==> config.mk <==
export PLATFORM = sky130hd
export DESIGN_NAME = ds_quantizer
export DESIGN_NICKNAME = d
export VERILOG_FILES = /design/src/rtl/ds_pkg.sv /design/src/rtl/ds_ovl_fsm.sv /design/src/rtl/ds_quantizer.sv
export SDC_FILE = /design/constraint.sdc
export NUM_CORES = 1
export LEC_CHECK = 0
export ABC_CLOCK_PERIOD_IN_PS = 2800
export BUFFER_PORTS_ARGS = -buffer_cell sky130_fd_sc_hd__buf_2
export CAP_MARGIN = 20
export CORE_ASPECT_RATIO = 1.5
export CORE_MARGIN = 2
export CORE_UTILIZATION = 53
export CTS_CLUSTER_SIZE = 28
export DETAILED_ROUTE_END_ITERATION = 10
export PLACE_DENSITY_LB_ADDON = 0.15
export SLEW_MARGIN = 5
export SYNTH_ARGS = -nofsm -noshare
export SYNTH_HDL_FRONTEND = slang
export SYNTH_SLANG_ARGS = --single-unit
==> constraint.sdc <==
create_clock -name CLK -period 2.8 [get_ports CLK]
set_input_delay 0 -clock CLK [delete_from_list [all_inputs] [get_ports CLK]]
set_output_delay 0 -clock CLK [all_outputs]
set_load 0.02 [all_outputs]
==> src/rtl/ds_pkg.sv <==
// rtl/ds_pkg.sv - shared delta-sigma loop constants and quantizer state type.
package ds_pkg;

  typedef enum logic [1:0] {
    NORMAL  = 2'd0,
    CLEAR   = 2'd1,
    RECOVER = 2'd2
  } ds_qstate_t;

  localparam int                 DS_IN_W        = 16;
  localparam logic signed [15:0] DS_FB_MAG      = 16'sh4000;
  localparam logic signed [15:0] DS_OVL_THRESH  = 16'sh7000;
  localparam int                 DS_OVL_COUNT   = 8;
  localparam int                 DS_RECOVER_LEN = 16;

endpackage

==> src/rtl/ds_ovl_fsm.sv <==
// rtl/ds_ovl_fsm.sv - overload detector: run/recovery counters, clear request,
// overload flag and event counter.
module ds_ovl_fsm
  import ds_pkg::*;
#(
  parameter int OVL_COUNT   = DS_OVL_COUNT,
  parameter int RECOVER_LEN = DS_RECOVER_LEN
) (
  input  logic       clk,
  input  logic       reset,
  input  logic       valid,
  input  logic       over,
  output logic       force_en,
  output logic       force_bit,
  output logic       ovl,
  output logic       loop_clear,
  output logic [7:0] ovl_events
);

  ds_qstate_t state, state_n;
  logic [7:0] run, run_n;
  logic [7:0] rec, rec_n;

  // Samples taken in CLEAR or RECOVER use the forced pattern, first bit 1.
  assign force_en  = (state != NORMAL);
  assign force_bit = ~rec[0];

  always_comb begin
    state_n = state;
    run_n   = run;
    rec_n   = rec;
    case (state)
      NORMAL: begin
        if (valid) begin
          if (over) begin
            run_n = run + 8'd1;
            if (run + 8'd1 == 8'(OVL_COUNT)) state_n = CLEAR;
          end else begin
            run_n = 8'd0;
          end
        end
      end
      CLEAR, RECOVER: begin
        run_n = 8'd0;
        if (state == CLEAR) state_n = RECOVER;
        if (valid) begin
          if (rec + 8'd1 == 8'(RECOVER_LEN)) begin
            rec_n   = 8'd0;
            state_n = NORMAL;
          end else begin
            rec_n = rec + 8'd1;
          end
        end
      end
      default: state_n = NORMAL;
    endcase
  end

  always_ff @(posedge clk or negedge reset) begin
    if (!reset) begin
      state      <= NORMAL;
      run        <= 8'd0;
      rec        <= 8'd0;
      ovl        <= 1'b0;
      loop_clear <= 1'b0;
      ovl_events <= 8'd0;
    end else begin
      state      <= state_n;
      run        <= run_n;
      rec        <= rec_n;
      ovl        <= (state_n != NORMAL);
      loop_clear <= (state == NORMAL) && (state_n == CLEAR);
      if ((state == NORMAL) && (state_n == CLEAR) && (ovl_events != 8'hFF))
        ovl_events <= ovl_events + 8'd1;
    end
  end

endmodule

==> src/rtl/ds_quantizer.sv <==
// rtl/ds_quantizer.sv - single-bit quantizer with feedback value and
// overload recovery, downstream of the second loop-filter integrator.
module ds_quantizer
  import ds_pkg::*;
#(
  parameter int                       IN_W        = DS_IN_W,
  parameter logic signed [IN_W-1:0]   FB_MAG      = DS_FB_MAG,
  parameter logic signed [IN_W-1:0]   OVL_THRESH  = DS_OVL_THRESH,
  parameter int                       OVL_COUNT   = DS_OVL_COUNT,
  parameter int                       RECOVER_LEN = DS_RECOVER_LEN
) (
  input  logic                   CLK,
  input  logic                   reset,
  input  logic                   in_valid,
  input  logic signed [IN_W-1:0] in,
  output logic                   bit_out,
  output logic                   bit_valid,
  output logic signed [IN_W-1:0] fb,
  output logic                   ovl,
  output logic                   loop_clear,
  output logic [7:0]             ovl_events
);

  logic [IN_W:0] ext;
  logic [IN_W:0] mag;
  logic          over;
  logic          force_en;
  logic          force_bit;
  logic          bit_n;

  // One extra bit so that |most-negative| is representable and counts as over.
  assign ext   = {in[IN_W-1], in};
  assign mag   = in[IN_W-1] ? (~ext + (IN_W+1)'(1)) : ext;
  assign over  = (mag >= {1'b0, OVL_THRESH});
  assign bit_n = force_en ? force_bit : ~in[IN_W-1];

  ds_ovl_fsm #(
    .OVL_COUNT  (OVL_COUNT),
    .RECOVER_LEN(RECOVER_LEN)
  ) u_fsm (
    .clk       (CLK),
    .reset     (reset),
    .valid     (in_valid),
    .over      (over),
    .force_en  (force_en),
    .force_bit (force_bit),
    .ovl       (ovl),
    .loop_clear(loop_clear),
    .ovl_events(ovl_events)
  );

  always_ff @(posedge CLK or negedge reset) begin
    if (!reset) begin
      bit_out   <= 1'b0;
      bit_valid <= 1'b0;
      fb        <= '0;
    end else begin
      bit_valid <= in_valid;
      if (in_valid) begin
        bit_out <= bit_n;
        fb      <= bit_n ? FB_MAG : -FB_MAG;
      end
    end
  end

endmodule

* Word level (Yosys, flattened, before mapping)
Index checks and enable logic that the tools add are counted.
** Operators by class
- Bitwise operators :: 3
- Divide/modulo/power cells :: 0
- Multiplexer cells :: 14
- Multiply operators :: 0
- Add/subtract/negate cells :: 4
- Magnitude comparators :: 1
- Shifts and indexed selects :: 0
- Reduce and logical (&&, ||, !) cells :: 9
- Equality and inequality tests :: 7
** Operators with widths (count)
- $add A8 B1 Y8 const B :: 3
- $mux W8 :: 3
- $add A17 B1 Y17 const B :: 1
- $ge A17 B15 Y1 const B :: 1
- $mux W17 :: 1
- $not A17 Y17 :: 1
- $mux W16 :: 1
- $pmux W8 S2 :: 1
- $mux W2 :: 6
- $eq A8 B4 Y1 const B :: 1
- $eq A8 B5 Y1 const B :: 1
- $ne A8 B8 Y1 const B :: 1
- $reduce_bool A2 Y1 :: 3
- $eq A2 B1 Y1 const B :: 2
- $pmux W2 S2 :: 1
- $reduce_and A2 Y1 :: 2
- $eq A2 B2 Y1 const B :: 1
- $logic_and A1 B1 Y1 :: 2
- $logic_not A2 Y1 :: 1
- $ne A2 B2 Y1 const B :: 1
- $not A1 Y1 :: 2
- $reduce_or A2 Y1 :: 1
- $mux W1 :: 1
** Storage, ports and cells
- Latch bits :: 0
- Memory bits (writable) :: 0
- Register bits after elaboration :: 46
- Memory bits (read-only) :: 0
- Output and inout port bits :: 28
- Input bits :: 19
- Memories :: 0

* Logic depth before layout (Yosys ltp)
Gate-level depths: netlist of run 1.
- Word-level depth :: 10
- Mapped depth :: 8
- Depth with buffers taken out :: 8

* Modules after synthesis
A second synthesis of run 1 with hierarchy kept.
** Second synthesis, totals
- Cell total of the unflattened synthesis :: 188
- Area, all modules :: 1883.1 µm²
** Modules (own cells, without submodules)
- ds_ovl_fsm :: cells an instance 147, area each 1521.5 µm², instances 1
- ds_quantizer :: cells an instance 41, area each 361.6 µm², instances 1

* Worst setup path after synthesis of run 1
OpenSTA, ideal clock, no wires.
- Kind :: input to register
- Start :: input in[10]
- End :: register u_fsm.ovl_events[6]
- Stages on the path :: 6
- Arrival :: 2.254 ns
- Library setup time :: 0.128 ns
- Buffers on the path :: 0
- Slack :: 0.418 ns
- Path through :: or4_1 > or4_4 > o31a_1 > o32a_4 > nor3_2 > mux2_1
** On the way
- Longest elaborated chain between the ends :: 10
** Ends and longest elaborated chain
- from (decl) :: RTL line ds_quantizer.sv:15 : input logic signed [IN_W-1:0] in,
- $not A17 Y17 :: RTL line ds_quantizer.sv:33 : assign mag = in[IN_W-1] ? (~ext + (IN_W+1)'(1)) : ext;
- $add A17 B1 Y17 :: RTL line ds_quantizer.sv:33
- $mux W17 * :: RTL line ds_quantizer.sv:33
- $ge A17 B15 Y1 * :: RTL line ds_quantizer.sv:34 : assign over = (mag >= {1'b0, OVL_THRESH});
- $mux W2 * :: RTL line ds_ovl_fsm.sv:35 : if (over) begin
- $mux W2 * :: RTL line ds_ovl_fsm.sv:34 : if (valid) begin
- $pmux W2 S2 * :: RTL line ds_ovl_fsm.sv:32 : case (state)
- $eq A2 B1 Y1 * :: RTL line ds_ovl_fsm.sv:73 : if ((state == NORMAL) && (state_n == CLEAR) && (ovl_events != 8'hFF))
- $logic_and A1 B1 Y1 * (2 in series) :: RTL line ds_ovl_fsm.sv:73
- to (signal assigned) :: RTL line ds_ovl_fsm.sv:74 : ovl_events <= ovl_events + 8'd1;
- to (decl) :: RTL line ds_ovl_fsm.sv:17 : output logic [7:0] ovl_events
Mark *: on every way between the ends. The rest lies on a longest branch, timed or not.
A chain may end at the register's enable or synchronous reset.

* Worst setup path in the final report of run 1
- Start :: register u_fsm.run[3]
- End :: register u_fsm.ovl_events[7]
** On the way
- Longest elaborated chain between the ends :: 9
** Ends and longest elaborated chain
- from (decl) :: RTL line ds_ovl_fsm.sv:21 : logic [7:0] run, run_n;
- from (signal assigned) :: RTL line ds_ovl_fsm.sv:69 : run <= run_n;
- $add A8 B1 Y8 :: RTL line ds_ovl_fsm.sv:37 : if (run + 8'd1 == 8'(OVL_COUNT)) state_n = CLEAR;
- $eq A8 B4 Y1 :: RTL line ds_ovl_fsm.sv:37
- $mux W2 :: RTL line ds_ovl_fsm.sv:37
- $mux W2 :: RTL line ds_ovl_fsm.sv:35
- $mux W2 :: RTL line ds_ovl_fsm.sv:34
- $pmux W2 S2 :: RTL line ds_ovl_fsm.sv:32
- $eq A2 B1 Y1 :: RTL line ds_ovl_fsm.sv:73
- $logic_and A1 B1 Y1 (2 in series) :: RTL line ds_ovl_fsm.sv:73
No other way between the ends.

==> results.py, run 1 <==
metrics = {
    "clock_tree": {
        "cts-buffers-inserted": 5,
        "cts_htree_levels": 2,
        "cts_root_buf": "clkbuf_8",
        "cts_tree": "yes",
        "cts_resized": 0,
        "clk_latency_ns": 0.28,
        "post_cts_buffers": 0,
        "clock_sinks": 32,
        "path_clk_slew_ns": 0.06,
        "clock_path_buffers": 2,
    },
    "grt": {
        "grt_pass1_wl_mm": 6.13,
        "grt_usage_pct": 19.5,
        "grt-ovfl-total": 0,
        "grt_pass1_vias": 1453,
        "grt_max_degree": 33,
        "grt_antenna_before_repair": 0,
    },
    "finish": {
        "fillers": 275,
        "areaGrowthSynthToFinish_pct": 14.4,
        "layout.cells.non_filler": 272,
        "n_antenna_cell": 0,
        "nets": 255,
        "drive_gt1_share_pct": 23.5,
    },
    "sta": {
        "relSlewSlack_pct": 46.0,
        "tns_ns": 0,
        "setup_viol": 0,
        "fin_crit_sh_pct": 84.4,
        "fin_worst_skew_ns": 0.00478,
        "finalMaxSlewViolations": 0,
        "rsz0062_at_grt": "false",
        "worst_slew_pin_slew_ns": 0.789,
        "hold_viol": 0,
        "fmax_mhz": 423,
        "fin_crit_ns": 2.36,
    },
    "logic_synthesis": {
        "yosysSeqAreaShare_pct": 42.7,
        "syn_inst": 192,
        "async_flop_share_pct": 100,
        "synth_edf_count": 0,
        "synth_top_cell_area_share_pct": 42.7,
        "synthFlopType": "dfrtp_1",
        "ys_warn_count": 0,
        "synth_top_area_cell": "dfrtp_1",
        "avgSynthCellArea_um2": 9.76,
        "synth_area_leaders": "dfrtp_1 43%, buf_4 5.6%, nand2_1 4.8%",
        "ys_seq_elements": 32,
        "syn_area_um2": 1870,
        "synth_cell_type_count": 42,
    },
    "placed_design": {
        "routabilityCongestion": 0.868,
        "dpl.cell_count": 263,
        "portBuffers": 32,
        "dp_hpwl_mm": 2.74,
    },
    "floorplanning": {
        "dieArea_um2": 4040,
        "fp-row-count": 26,
        "die-height_um": 76.8,
        "die_w_um": 52.6,
        "start_util_pct": 55.4,
        "coreArea_um2": 3380,
        "io_pins": 47,
    },
    "detailed_routing": {
        "drc": 0,
        "ant_nets": 0,
        "routed_wl_mm": 3.56,
        "avgViaCountPerCell": 5.42,
        "drt_iter0_drc": 20,
        "vias": 1475,
        "dr.pass1.iters": 4,
        "wl_per_cell_um": 13.1,
    },
    "pwr": {
        "peakVddDrop_uv": 297,
        "p_total_w": 0.000922,
        "leakage_nw": 1.05,
        "cellPowerDensity_nw_per_um2": 430,
    },
    "run_status": {
        "status": "finished clean",
    },
    "worst_setup_path": {
        "crit_arrival_ns": 2.52,
        "crit_type": "flip-flop to flip-flop",
        "worst_setup_path_end_kind": "flip-flop",
        "slowest_delay_ns": 0.54,
        "crit_path_max_fanout": 8,
        "required_ns": 2.96,
        "startpoint_type": "flip-flop",
        "path_cells": "and2_1, mux2i_1, or4_1, o32a_4, nor3_2, mux2_1",
        "slowest_stage": "or4_1",
    },
    "min_path": {
        "hp-class": "primary input to flip-flop",
    },
    "flow_run": {
        "maxCapViolations": 0,
    },
}
==> cell families after synthesis <==
group           share of synthesized area, %
compound gates                          9.28
xor+xnor                                5.61
fa+ha+maj                               4.01
buf+inv                                 7.21
flops                                   42.7
mux                                     3.47
other cells                            0.200
simple gates                            27.5
==> power breakdown <==
group	leakage, nW	switching [W]	internal (W)	total (W)
Combinational	0.572	0.0000526	0.0000229	0.0000755
Clock	0.0503	0.000158	0.000219	0.000376
Sequential	0.424	0.00000312	0.000467	0.000470
Total	1.05	0.000213	0.000709	0.000922
==> metal layers <==
metal,up-vias,GRT usage [%],share of wire [%]
met4,0,8.46,2.0
met5,-,0,0
met2,40,35.8,55
li1,724,-,-
met1,705,20.6,39
met3,6,3.50,4.3
==> critical path, delay by kind of cell (launching register included) <==
family / cells / cell delay [ns]
AND/OR/NAND/NOR: 3 / 0.93
AO/OA/AOI/OAI: 1 / 0.45
multiplexers: 2 / 0.44
flip-flops: 1 / 0.42
==> worst paths after layout <==
kind	from	to	slack [ns]	cells after the start
setup / recovery	u_fsm.run[3]$_DFFE_PN0P_	u_fsm.ovl_events[7]$_DFFE_PN0P_	0.44	6
hold / removal	in[15]	bit_out$_DFFE_PN0P_	0.09	4
setup reg to reg	u_fsm.run[3]$_DFFE_PN0P_	u_fsm.ovl_events[7]$_DFFE_PN0P_	0.44	6
hold reg to reg	fb[14]$_DFFE_PN0P_	fb[14]$_DFFE_PN0P_	0.46	1
max in group asynchronous	reset	u_fsm.run[4]$_DFFE_PN0P_	2.03	2
min in group asynchronous	reset	u_fsm.rec[4]$_DFFE_PN0P_	0.31	2
==> registers in the layout, summed over array words and instances, names as in the netlist <==
register,cells
fb,2
bit_out,1
u_fsm.state,2
u_fsm.loop_clear,1
u_fsm.rec,8
u_fsm.ovl,1
u_fsm.run,8
u_fsm.ovl_events,8
bit_valid,1
==> synthesized netlist by cell type (all sizes together), types with 4 or more instances <==
| cell type | number |
|---|---|
| and3 | 6 |
| buf | 14 |
| dfrtp | 32 |
| ha | 6 |
| inv | 5 |
| mux2 | 4 |
| nand2 | 24 |
| nand2b | 6 |
| nand3 | 8 |
| nand4 | 4 |
| nor2 | 9 |
| nor3 | 12 |
| nor3b | 4 |
| o21ai | 8 |
| or4 | 5 |
| xor2 | 9 |
==> cell type report <==
cell class	instances	area (um^2)	share of cell area, %
clock buffers	7	96.3	4.50
inverters	5	18.8	0.876
multi-input cells	151	987	46.1
flip-flops and latches	32	801	37.4
well taps	42	52.6	2.45
repair buffers	35	188	8.76
==> cell usage in the layout (no fill, tap or decap), types with 2 or more instances in the layout <==
cell | synthesis | final
nand2_1 | 24 | 24
dlygate4sd3_1 | 0 | 2
nor2_1 | 8 | 8
or2_2 | 2 | 2
mux2i_1 | 2 | 2
nand3b_1 | 2 | 2
and2_1 | 3 | 3
inv_1 | 5 | 5
nor3_1 | 8 | 8
o31ai_1 | 2 | 2
o21a_1 | 3 | 3
or4_1 | 4 | 4
clkbuf_8 | 0 | 7
nand4b_1 | 2 | 2
xnor2_1 | 3 | 3
buf_2 | 0 | 32
nor3b_2 | 3 | 3
nand3_1 | 8 | 8
xor2_1 | 9 | 9
mux2_1 | 3 | 3
nand2b_1 | 6 | 6
dfrtp_1 | 32 | 32
a21oi_1 | 3 | 3
conb_1 | 1 | 14
o21ai_0 | 8 | 8
nor3_2 | 4 | 4
and3_1 | 6 | 6
ha_1 | 6 | 6
nand4_1 | 4 | 4
==> metrics by stage <==
stage	cell area (um^2)	hold slack [ns]	util, %	worst slack (ns)
global route	2140	0.151	63.4	0.346
global placement	2030	0.0769	59.9	0.279
finish	2140	0.0853	63.4	0.438
detailed placement	2030	0.0994	59.9	0.205
floorplan	1920	-0.296	-	0.418
CTS	2140	0.0928	63.4	0.431
==> repair_timing <==
item | CTS | global route
setup endpoints to repair | 0 | 0
endpoints found under the hold margin | 33 | 0
hold buffers | 2 | 0
No activity file was read; power rests on OpenSTA's default activity.
==> inputs of run 2 (changes only) <==
--- a/config.mk
+++ b/config.mk
@@ -5,12 +5,12 @@
 export SDC_FILE = /design/constraint.sdc
 export NUM_CORES = 1
 export LEC_CHECK = 0
-export ABC_CLOCK_PERIOD_IN_PS = 2800
+export ABC_CLOCK_PERIOD_IN_PS = 2100
 export BUFFER_PORTS_ARGS = -buffer_cell sky130_fd_sc_hd__buf_2
 export CAP_MARGIN = 20
 export CORE_ASPECT_RATIO = 1.5
 export CORE_MARGIN = 2
-export CORE_UTILIZATION = 53
+export CORE_UTILIZATION = 48
 export CTS_CLUSTER_SIZE = 28
 export DETAILED_ROUTE_END_ITERATION = 10
 export PLACE_DENSITY_LB_ADDON = 0.15
==> constraint.sdc (replaced) <==
create_clock -name CLK -period 2.1 [get_ports CLK]
set_input_delay 0 -clock CLK [delete_from_list [all_inputs] [get_ports CLK]]
set_output_delay 0 -clock CLK [all_outputs]
set_load 0.02 [all_outputs]
==> run 2 against run 1 <==
Compared with the run above:
- the run now ends with negative setup slack left
- first-iteration DRC count is 110% higher
- total power is 44% higher
- via count is 5.2% higher
- clock power is 56% higher
- utilization is 0.15 points lower
- register-to-register slack worse by 0.42 ns
- sequential power is 33% higher
- die area is 9.7% higher
- wire length is 12% higher
- non-clock buffer count is 19 higher
- worst hold slack worse by 0.066 ns
- sequential cell count stayed put
- critical endpoint is now u_fsm.ovl_events[6]$_DFFE_PN0P_
- largest power group unchanged
- highest routed layer unchanged
==> results.py, run 2 (synthesis results as in run 1) <==
metrics = {
    "min_path": {
        "hold_depth": 2,
        "hold_path_end": "bit_valid$_DFF_PN0_",
        "hp-class": "primary input to flip-flop",
        "hold_path_startpoint": "in_valid",
    },
    "detailed_routing": {
        "avgViaCountPerCell": 5.30,
        "ant_nets": 0,
        "routed_wl_mm": 3.98,
        "drc": 0,
        "drt_iter0_drc": 41,
        "vias": 1552,
        "dr.pass1.iters": 4,
        "wl_per_cell_um": 13.6,
    },
    "worst_setup_path": {
        "r2r_end": "u_fsm.ovl_events[6]$_DFFE_PN0P_",
        "path_common_cell": "or4_4",
        "crit_path_max_fanout": 5,
        "slowest_stage": "or4_4",
        "slowest_delay_ns": 0.52,
        "regToRegSetupSlack_ns": 0.02,
        "ff2ff_path_depth": 6,
        "crit_arrival_ns": 2.29,
        "startpoint_type": "primary input",
        "path_cells": "buf_6, or4_4, or4_4, o31a_1, o32a_4, nor3_4, mux2_4",
        "required_ns": 2.28,
        "crit_type": "primary input to flip-flop",
        "r2r-start": "u_fsm.run[1]$_DFFE_PN0P_",
        "worst_setup_path_end_kind": "flip-flop",
    },
    "grt": {
        "grt_usage_pct": 20.9,
        "grt_antenna_before_repair": 0,
        "grt_pass1_vias": 1619,
        "grt-ovfl-total": 0,
        "grt_max_degree": 33,
        "grt_pass1_wl_mm": 6.77,
    },
    "sta": {
        "fin_crit_ns": 2.11,
        "hold-worst-slack_ns": 0.0194,
        "hold_viol": 0,
        "relSlewSlack_pct": 52.7,
        "setup_viol": 2,
        "fin_worst_skew_ns": 0.00532,
        "tns_ns": -0.0150,
        "finalMaxSlewViolations": 0,
        "fin_crit_sh_pct": 101,
        "fmax_mhz": 474,
        "worst_slew_pin_slew_ns": 0.710,
        "rsz0062_at_grt": "true",
        "fin_ws_ns": -0.0118,
    },
    "clock_tree": {
        "cts_tree": "yes",
        "clk_latency_ns": 0.29,
        "clock_path_buffers": 2,
        "clock_sinks": 32,
        "cts_htree_levels": 2,
        "cts_root_buf": "clkbuf_8",
        "path_clk_slew_ns": 0.07,
        "cts-buffers-inserted": 5,
    },
    "finish": {
        "drive_gt1_share_pct": 32.0,
        "design_area_um2": 2350,
        "final_common_cell": "dfrtp_1",
        "nets": 274,
        "largest_registers": "u_fsm.ovl_events (8), u_fsm.rec (8), u_fsm.run (8)",
        "final_cell_mix": "32 x dfrtp_1, 30 x buf_2, 24 x nand2_1",
        "areaGrowthSynthToFinish_pct": 25.3,
        "n_antenna_cell": 0,
        "layout.cells.non_filler": 293,
    },
    "pwr": {
        "p_total_w": 0.00133,
        "intPower_w": 0.00101,
        "peakVddDrop_uv": 543,
        "p_sw_w": 0.000317,
        "p_sw_share_pct": 23.8,
        "power.share.clock_pct": 44.2,
        "power_frac_comb_pct": 8.8,
        "p_seq_share_pct": 47.0,
        "leakage_nw": 1.15,
        "cellPowerDensity_nw_per_um2": 567,
    },
    "floorplanning": {
        "io_pins": 47,
        "fp-row-count": 27,
        "dieArea_um2": 4430,
        "start_util_pct": 50.4,
        "die-height_um": 80.5,
        "coreArea_um2": 3720,
        "die_w_um": 55.0,
    },
    "placed_design": {
        "dpl_cell_area_um2": 2170,
        "routabilityCongestion": 0.911,
        "dpl.cell_count": 283,
        "dp_hpwl_mm": 3.04,
        "portBuffers": 32,
    },
    "run_status": {
        "violations": "negative setup slack",
        "status": "complete, but fails checks",
    },
    "flow_run": {
        "maxCapViolations": 0,
    },
}
## run 2: cell types whose count changed in the layout (fill, tap and decap cells not counted), sizes merged
cell | before | now
clkinvlp | 0 | 1
buf | 33 | 53
clkbuf | 7 | 5
bufinv | 0 | 1
clkinv | 0 | 1
dlygate4sd3 | 2 | 1
## run 2: worst max path at each step
| stage | start | end | slack [ns] | cells after the start |
|---|---|---|---|---|
| 3_3_place_gp | in[10] | u_fsm.ovl_events[6]$_DFFE_PN0P_ | -0.33 | 7 |
| 3_5_place_dp | in[10] | u_fsm.run[6]$_DFFE_PN0P_ | -0.36 | 8 |
| 2_1_floorplan | in[10] | u_fsm.ovl_events[6]$_DFFE_PN0P_ | -0.26 | 6 |
| 6_report | in[5] | u_fsm.ovl_events[6]$_DFFE_PN0P_ | -0.01 | 7 |
| 4_1_cts | in[7] | u_fsm.ovl_events[6]$_DFFE_PN0P_ | -0.01 | 7 |
| 5_1_grt | in[5] | u_fsm.ovl_events[6]$_DFFE_PN0P_ | -0.05 | 7 |
## run 2: critical path: cells and delay by family
| kind | cells | cell delay (ns) |
|---|---|---|
| AO/OA/AOI/OAI | 2 | 0.68 |
| buffers and inverters | 1 | 0.09 |
| multiplexers | 1 | 0.31 |
| AND/OR/NAND/NOR | 3 | 1.20 |
## run 2: repair_timing
| action | CTS | global route |
|---|---|---|
| buffers inserted | 1 | 0 |
| setup endpoints to repair | 6 | 8 |
| hold buffers | 1 | 0 |
| hold endpoints to repair | 32 | 0 |
| cloned | 0 | 0 |
| resized for setup | 4 | 5 |
| pin swaps | 5 | 3 |
## run 2: stage by stage
step	setup slack, ns	util [%]
after floorplan	-0.263	-
after global placement	-0.325	58.5
after detailed placement	-0.356	58.5
after CTS	-0.00965	62.4
after global routing	-0.0496	63.2
final	-0.0118	63.2
## run 2: layout make-up
class                      count  area, um^2
clock inverter                 3        42.5
timing repair buffer          54         340
tap                           43        53.8
sequential                    32         801
fill                         322        1370
multi-input combinational    151        1020
clock buffer                   5        68.8
inverter                       5        18.8
## run 2: layer usage
| layer | wire length (um) | GRT usage, % | share of wire (%) | vias up |
|---|---|---|---|---|
| met5 | 0 | 0 | 0 | - |
| met1 | 1550 | 22.1 | 39 | 734 |
| li1 | - | - | - | 763 |
| met4 | 133 | 10.5 | 3.3 | 0 |
| met2 | 2130 | 36.7 | 53 | 44 |
| met3 | 178 | 5.20 | 4.5 | 11 |
## run 2: power by group through the flow
stage | Combinational (W) | Clock [W] | Sequential [W]
final | 0.000117 | 0.000588 | 0.000626
after global placement | 0.000106 | 0 | 0.000637
after global routing | 0.000131 | 0.000639 | 0.000627
after floorplan | 0.0000695 | 0 | 0.000644
after detailed placement | 0.000110 | 0 | 0.000638
after CTS | 0.000115 | 0.000608 | 0.000626
